**src/rtl/uart_tx_protocol_if.sv**
```systemverilog
// Host-side transmit bus for the command-link UART transmitter.
// The host drives configuration and push requests; the transmitter drives line and status.
interface uart_tx_protocol_if;
  logic [15:0] baud_div;
  logic        trmt;
  logic [7:0]  tx_data;
  logic        clr_ovf;
  logic        TX;
  logic        tx_done;
  logic        busy;
  logic        full;
  logic        ovf;

  modport master (
    output baud_div, trmt, tx_data, clr_ovf,
    input  TX, tx_done, busy, full, ovf
  );

  modport slave (
    input  baud_div, trmt, tx_data, clr_ovf,
    output TX, tx_done, busy, full, ovf
  );
endinterface

```
**src/rtl/uart_tx_protocol.sv**
```systemverilog
// UART transmitter: byte FIFO feeding a 10-bit frame serialiser (start 0, 8 data LSB first, stop 1).
// Bit period is baud_div+1 clocks, latched per frame; frames queued in the FIFO go out back to back.
module uart_tx_protocol #(
  parameter int FIFO_DEPTH = 4
) (
  input logic              clk,
  input logic              rst_n,
  uart_tx_protocol_if.slave bus
);
  localparam int AW = $clog2(FIFO_DEPTH);
  localparam logic [AW:0] FULL_CNT = (AW+1)'(FIFO_DEPTH);

  typedef enum logic {IDLE, XMIT} state_t;

  state_t        state;
  logic [7:0]    mem [FIFO_DEPTH];
  logic [AW-1:0] wr_ptr;
  logic [AW-1:0] rd_ptr;
  logic [AW:0]   count;
  logic [9:0]    sr;
  logic [15:0]   div_q;
  logic [15:0]   baud_cnt;
  logic [3:0]    bit_cnt;
  logic          tx_q;
  logic          tx_done_q;
  logic          ovf_q;

  logic full;
  logic not_empty;
  logic push;
  logic bit_end;
  logic frame_end;
  logic load;

  // full is taken from the pre-edge count, so a pop in the same cycle never rescues a push
  assign full      = (count == FULL_CNT);
  assign not_empty = (count != '0);
  assign push      = bus.trmt & ~full;
  assign bit_end   = (state == XMIT) && (baud_cnt == div_q);
  assign frame_end = bit_end && (bit_cnt == 4'd9);
  assign load      = not_empty && ((state == IDLE) || frame_end);

  always_ff @(posedge clk) begin
    if (push) mem[wr_ptr] <= bus.tx_data;
  end

  always_ff @(posedge clk or negedge rst_n) begin
    if (!rst_n) begin
      wr_ptr <= '0;
      rd_ptr <= '0;
      count  <= '0;
      ovf_q  <= 1'b0;
    end else begin
      if (push) wr_ptr <= wr_ptr + 1'b1;
      if (load) rd_ptr <= rd_ptr + 1'b1;
      case ({push, load})
        2'b10:   count <= count + 1'b1;
        2'b01:   count <= count - 1'b1;
        default: count <= count;
      endcase
      if (bus.trmt && full) ovf_q <= 1'b1;
      else if (bus.clr_ovf) ovf_q <= 1'b0;
    end
  end

  // Frame data and divisor are only meaningful in XMIT, so they carry no reset
  always_ff @(posedge clk) begin
    if (load) begin
      sr    <= {1'b1, mem[rd_ptr], 1'b0};
      div_q <= bus.baud_div;
    end else if (bit_end) begin
      sr    <= {1'b1, sr[9:1]};
    end
  end

  always_ff @(posedge clk or negedge rst_n) begin
    if (!rst_n) begin
      state     <= IDLE;
      baud_cnt  <= '0;
      bit_cnt   <= '0;
      tx_q      <= 1'b1;
      tx_done_q <= 1'b0;
    end else begin
      tx_done_q <= frame_end;
      tx_q      <= (state == XMIT) ? sr[0] : 1'b1;
      case (state)
        IDLE: begin
          if (load) begin
            state    <= XMIT;
            baud_cnt <= '0;
            bit_cnt  <= '0;
          end
        end
        XMIT: begin
          if (bit_end) begin
            baud_cnt <= '0;
            if (frame_end) begin
              bit_cnt <= '0;
              if (!load) state <= IDLE;
            end else begin
              bit_cnt <= bit_cnt + 4'd1;
            end
          end else begin
            baud_cnt <= baud_cnt + 16'd1;
          end
        end
        default: state <= IDLE;
      endcase
    end
  end

  assign bus.TX      = tx_q;
  assign bus.tx_done = tx_done_q;
  assign bus.busy    = (state == XMIT) | not_empty;
  assign bus.full    = full;
  assign bus.ovf     = ovf_q;
endmodule

```
**src/flat_wrapper.sv**
```systemverilog
// flat-port wrapper written by rule: the top's interface ports become plain ports
module uart_tx_protocol_flat 
#(
  parameter int FIFO_DEPTH = 4
)
  (clk, rst_n, bus_baud_div, bus_trmt, bus_tx_data, bus_clr_ovf, bus_TX, bus_tx_done, bus_busy, bus_full, bus_ovf);
  uart_tx_protocol_if bus_i ();
  input logic clk;
  input logic rst_n;
  input wire logic [$bits(bus_i.baud_div)-1:0] bus_baud_div;
  input wire logic [$bits(bus_i.trmt)-1:0] bus_trmt;
  input wire logic [$bits(bus_i.tx_data)-1:0] bus_tx_data;
  input wire logic [$bits(bus_i.clr_ovf)-1:0] bus_clr_ovf;
  output wire logic [$bits(bus_i.TX)-1:0] bus_TX;
  output wire logic [$bits(bus_i.tx_done)-1:0] bus_tx_done;
  output wire logic [$bits(bus_i.busy)-1:0] bus_busy;
  output wire logic [$bits(bus_i.full)-1:0] bus_full;
  output wire logic [$bits(bus_i.ovf)-1:0] bus_ovf;
  assign bus_i.baud_div = bus_baud_div;
  assign bus_i.trmt = bus_trmt;
  assign bus_i.tx_data = bus_tx_data;
  assign bus_i.clr_ovf = bus_clr_ovf;
  assign bus_TX = bus_i.TX;
  assign bus_tx_done = bus_i.tx_done;
  assign bus_busy = bus_i.busy;
  assign bus_full = bus_i.full;
  assign bus_ovf = bus_i.ovf;
  uart_tx_protocol #(.FIFO_DEPTH(FIFO_DEPTH)) u_core (.clk(clk), .rst_n(rst_n), .bus(bus_i));
endmodule
```
**config.mk**
```make
export PLATFORM = sky130hd
export DESIGN_NAME = uart_tx_protocol_flat
export DESIGN_NICKNAME = d
export VERILOG_FILES = /design/src/rtl/uart_tx_protocol_if.sv /design/src/rtl/uart_tx_protocol.sv /design/src/flat_wrapper.sv
export SDC_FILE = /design/constraint.sdc
export NUM_CORES = 1
export LEC_CHECK = 0
export ABC_AREA = 0
export CAP_MARGIN = 25
export CORE_MARGIN = 2
export CORE_UTILIZATION = 40
export CTS_BUF_LIST = sky130_fd_sc_hd__clkbuf_4 sky130_fd_sc_hd__clkbuf_8 sky130_fd_sc_hd__clkbuf_16
export CTS_CLUSTER_SIZE = 30
export DETAILED_ROUTE_END_ITERATION = 10
export GPL_TIMING_DRIVEN = 0
export PLACE_DENSITY_LB_ADDON = 0.08
export SYNTH_ARGS = -nofsm -noshare
export SYNTH_HDL_FRONTEND = slang
export SYNTH_SLANG_ARGS = --single-unit
export TNS_END_PERCENT = 20
```
**constraint.sdc**
```tcl
create_clock -name clk -period 9.8 [get_ports clk]
set_clock_uncertainty 0.1 [all_clocks]
set_input_delay 2.45 -clock clk [delete_from_list [all_inputs] [get_ports clk]]
set_output_delay 2.45 -clock clk [all_outputs]
set_load 0.1 [all_outputs]
```
==> impl_metrics.json <==
{
  "status": "completed",
  "fin_crit_sh_pct": 56.13,
  "die_w_um": 105.6,
  "setup_viol": 0,
  "cp-start-kind": "register",
  "antenna_found_initial": 0,
  "grt.overflow.total": 0,
  "dr.pass1.iters": 4,
  "clk_pin_slew_ns": 0.10,
  "wl_per_cell_um": 16.09,
  "fill_cells": 945,
  "maxCapViolCount": 0,
  "crit_start": "u_core.count[2]",
  "hpwl_um": 5586,
  "powerDensity_nw_per_um2": 189.6,
  "cts_buffer_depth": 2,
  "end_kind": "primary output",
  "antenna_cells": 0,
  "num_rows": 37,
  "fin_area_um2": 4833,
  "p_leak_nw": 1.784,
  "areaGrowthSynthToFinish_pct": 16.99,
  "worst_slew_pin_slew_ns": 0.9717,
  "switching_power_mw": 0.2998,
  "drc": 0,
  "rsz0062_at_grt": "no",
  "via_per_inst": 5.203,
  "final_cell_mix": "56 x edfxtp_1, 31 x clkdlybuf4s50_1, 30 x dfrtp_1",
  "avgSynthCellArea_um2": 12.83,
  "root_buffer": "clkbuf_8",
  "coreArea_um2": 10180,
  "syn_nets": 359,
  "via_count": 2638,
  "drtIter0Drc": 116,
  "min_period_ns": 5.500,
  "die_h_um": 105.6,
  "finish.utilization_pct": 47.46,
  "path_buf_inv": 3,
  "portBuffers": 32,
  "cp_top_family": "buffers and inverters",
  "placed_area_um2": 4636,
  "ys_seq_area_share_pct": 59.99,
  "insertion_delay_ns": 0.37,
  "path_cells": "or3_1, clkbuf_1, nor2_1, inv_1, clkdlybuf4s50_1",
  "wl_um": 8156,
  "layout_commonest_cell": "edfxtp_1",
  "ys_types": 53,
  "timing.rr.end": "u_core.count[2]",
  "crit_end": "bus_busy",
  "drv_slew": 0,
  "required_ns": 7.25,
  "htree_num_levels": 3,
  "grt_max_degree": 32,
  "hold_violations": 0,
  "hold_buffers": 0,
  "pwr-share-comb_pct": 20.0,
  "cp.depth": 5,
  "rr_worst_depth": 12,
  "async_flop_share_pct": 35.23,
  "cts_buffers": 9,
  "postCtsResizedCells": 0,
  "crit_path_max_fanout": 6,
  "rr_startpoint": "u_core.baud_cnt[4]",
  "nNetsFinal": 403,
  "fmaxAchievable_ghz": 0.1818,
  "power_frac_clock_pct": 27.1,
  "clock-sinks": 88,
  "critical_path_class": "register to primary output",
  "crit_path_top_delay_cell": "clkdlybuf4s50_1",
  "tritoncts": "done",
  "intPower_mw": 0.6169,
  "slowest_delay_ns": 1.02,
  "grt_usage_pct": 15.71,
  "netlist_instances": 322,
  "hp-class": "register to register",
  "post-cts-setup-buffers": 0,
  "drtAntennaViolNets": 0,
  "peakVddDrop_mv": 0.1299,
  "rrSetupSlack_ns": 6.24,
  "drive_above_1_share_pct": 13.75,
  "synth_warnings": 0,
  "ys_ff_latch": 88,
  "synth_edf_count": 56,
  "start_util_pct": 40.57,
  "pwr-share-seq_pct": 52.8,
  "ys.flop_type": "edfxtp_1",
  "num_io_pins": 33,
  "synthesis.area_um2": 4131,
  "slew_headroom_pct": 35.02,
  "grt_first_pass_wirelength_um": 13320,
  "p_sw_share_pct": 32.70,
  "gp_congestion": 0.7739,
  "fin_setup_tns_ns": 0,
  "dieArea_um2": 11160,
  "critPathArrivalTime_ns": 2.95,
  "grt_pass1_vias": 2514
}
[worst min path at each step]
stage / endpoint / depth (start not counted) / slack (ns) / start
global route: u_core.bus.TX / 2 / 0.34 / u_core.sr[0]
global placement: u_core.bus.TX / 2 / 0.29 / u_core.sr[0]
detailed placement: u_core.bus.TX / 2 / 0.29 / u_core.sr[0]
finish: u_core.bus.TX / 2 / 0.31 / u_core.sr[0]
floorplan: u_core.bus.TX / 2 / 0.27 / u_core.sr[0]
CTS: u_core.bus.TX / 2 / 0.31 / u_core.sr[0]
[synthesized netlist by cell type (4+ instances only)]
master	count	area, um2
mux4_2	8	180.2
or3_1	6	37.54
edfxtp_1	56	1682
nand4_1	5	31.28
a21oi_1	15	75.07
and2_1	4	25.02
buf_2	5	25.02
xnor2_2	4	65.06
o22ai_1	11	68.82
nor3_1	5	25.02
dfrtp_1	30	750.7
ha_1	8	100.1
nand2_1	28	105.1
clkbuf_1	6	22.52
o21ai_0	16	80.08
nor2_1	22	82.58
nand3_1	11	55.05
xnor2_1	15	131.4
inv_1	17	63.81
[registers in the layout (all words and copies together) (netlist names)]
register,count
u_core.bit_cnt,4
u_core.sr,9
u_core.bus.ovf,1
u_core.div_q,16
u_core.mem,32
u_core.state,1
u_core.bus.TX,1
u_core.baud_cnt,16
u_core.bus.tx_done,1
u_core.rd_ptr,2
u_core.wr_ptr,2
u_core.count,3
[through the flow]
step                power, mW  std cells  hold slack (ns)  setup slack [ns]
global placement       0.6704        490           0.2898             4.701
CTS                    0.9265        507           0.3073             4.268
global route           0.9656        507           0.3359             4.213
floorplan              0.6162        322           0.2739             5.673
finish                 0.9166        507           0.3057             4.300
detailed placement     0.6778        491           0.2915             4.672
[power by group through the flow]
| stage | Clock (mW) | Sequential, mW | Combinational, mW |
|---|---|---|---|
| 6_report | 0.249 | 0.484 | 0.184 |
| 5_1_grt | 0.270 | 0.491 | 0.204 |
| 4_1_cts | 0.256 | 0.485 | 0.186 |
| 3_5_place_dp | 0 | 0.493 | 0.185 |
| 3_3_place_gp | 0 | 0.490 | 0.181 |
| 2_1_floorplan | 0 | 0.497 | 0.120 |
[worst min-delay path, stage by stage, from the launching register on]
cell and delay, ns:
dfxtp_1 0.31, inv_1 0.06, nand2_1 0.05
[cell type report]
cell class                 instances  area [um2]  share of cell area, %
inverter                          17       63.81                  1.320
multi-input combinational        201        1499                  31.01
clock inverter                     7       73.82                  1.527
timing repair buffer              33       330.3                  6.834
clock buffer                       9       123.9                  2.563
buffer                            16       93.84                  1.941
tap                              136       170.2                  3.521
sequential                        88        2479                  51.28
[cell families (layout without fill, tap and decap cells)]
| kind of cell | Yosys count | after routing | synth area share, % |
|---|---|---|---|
| AND/OR/NAND/NOR | 98 | 98 | 12.72 |
| flip-flops | 88 | 88 | 59.99 |
| AO/OA/AOI/OAI | 61 | 61 | 9.661 |
| buffers and inverters | 33 | 82 | 3.816 |
| XOR/XNOR | 23 | 23 | 6.057 |
| multiplexers | 10 | 10 | 4.845 |
| adder cells (fa/ha/maj) | 9 | 9 | 2.907 |
[routing by layer]
metal	part of all wire (%)	vias up	track usage [%]
li1	-	1279	-
met1	51	1304	23.65
met2	45	46	22.67
met3	3.3	9	3.896
met4	1.2	0	4.229
met5	0	-	0
Note: power is estimated with default switching activity, not from simulation.
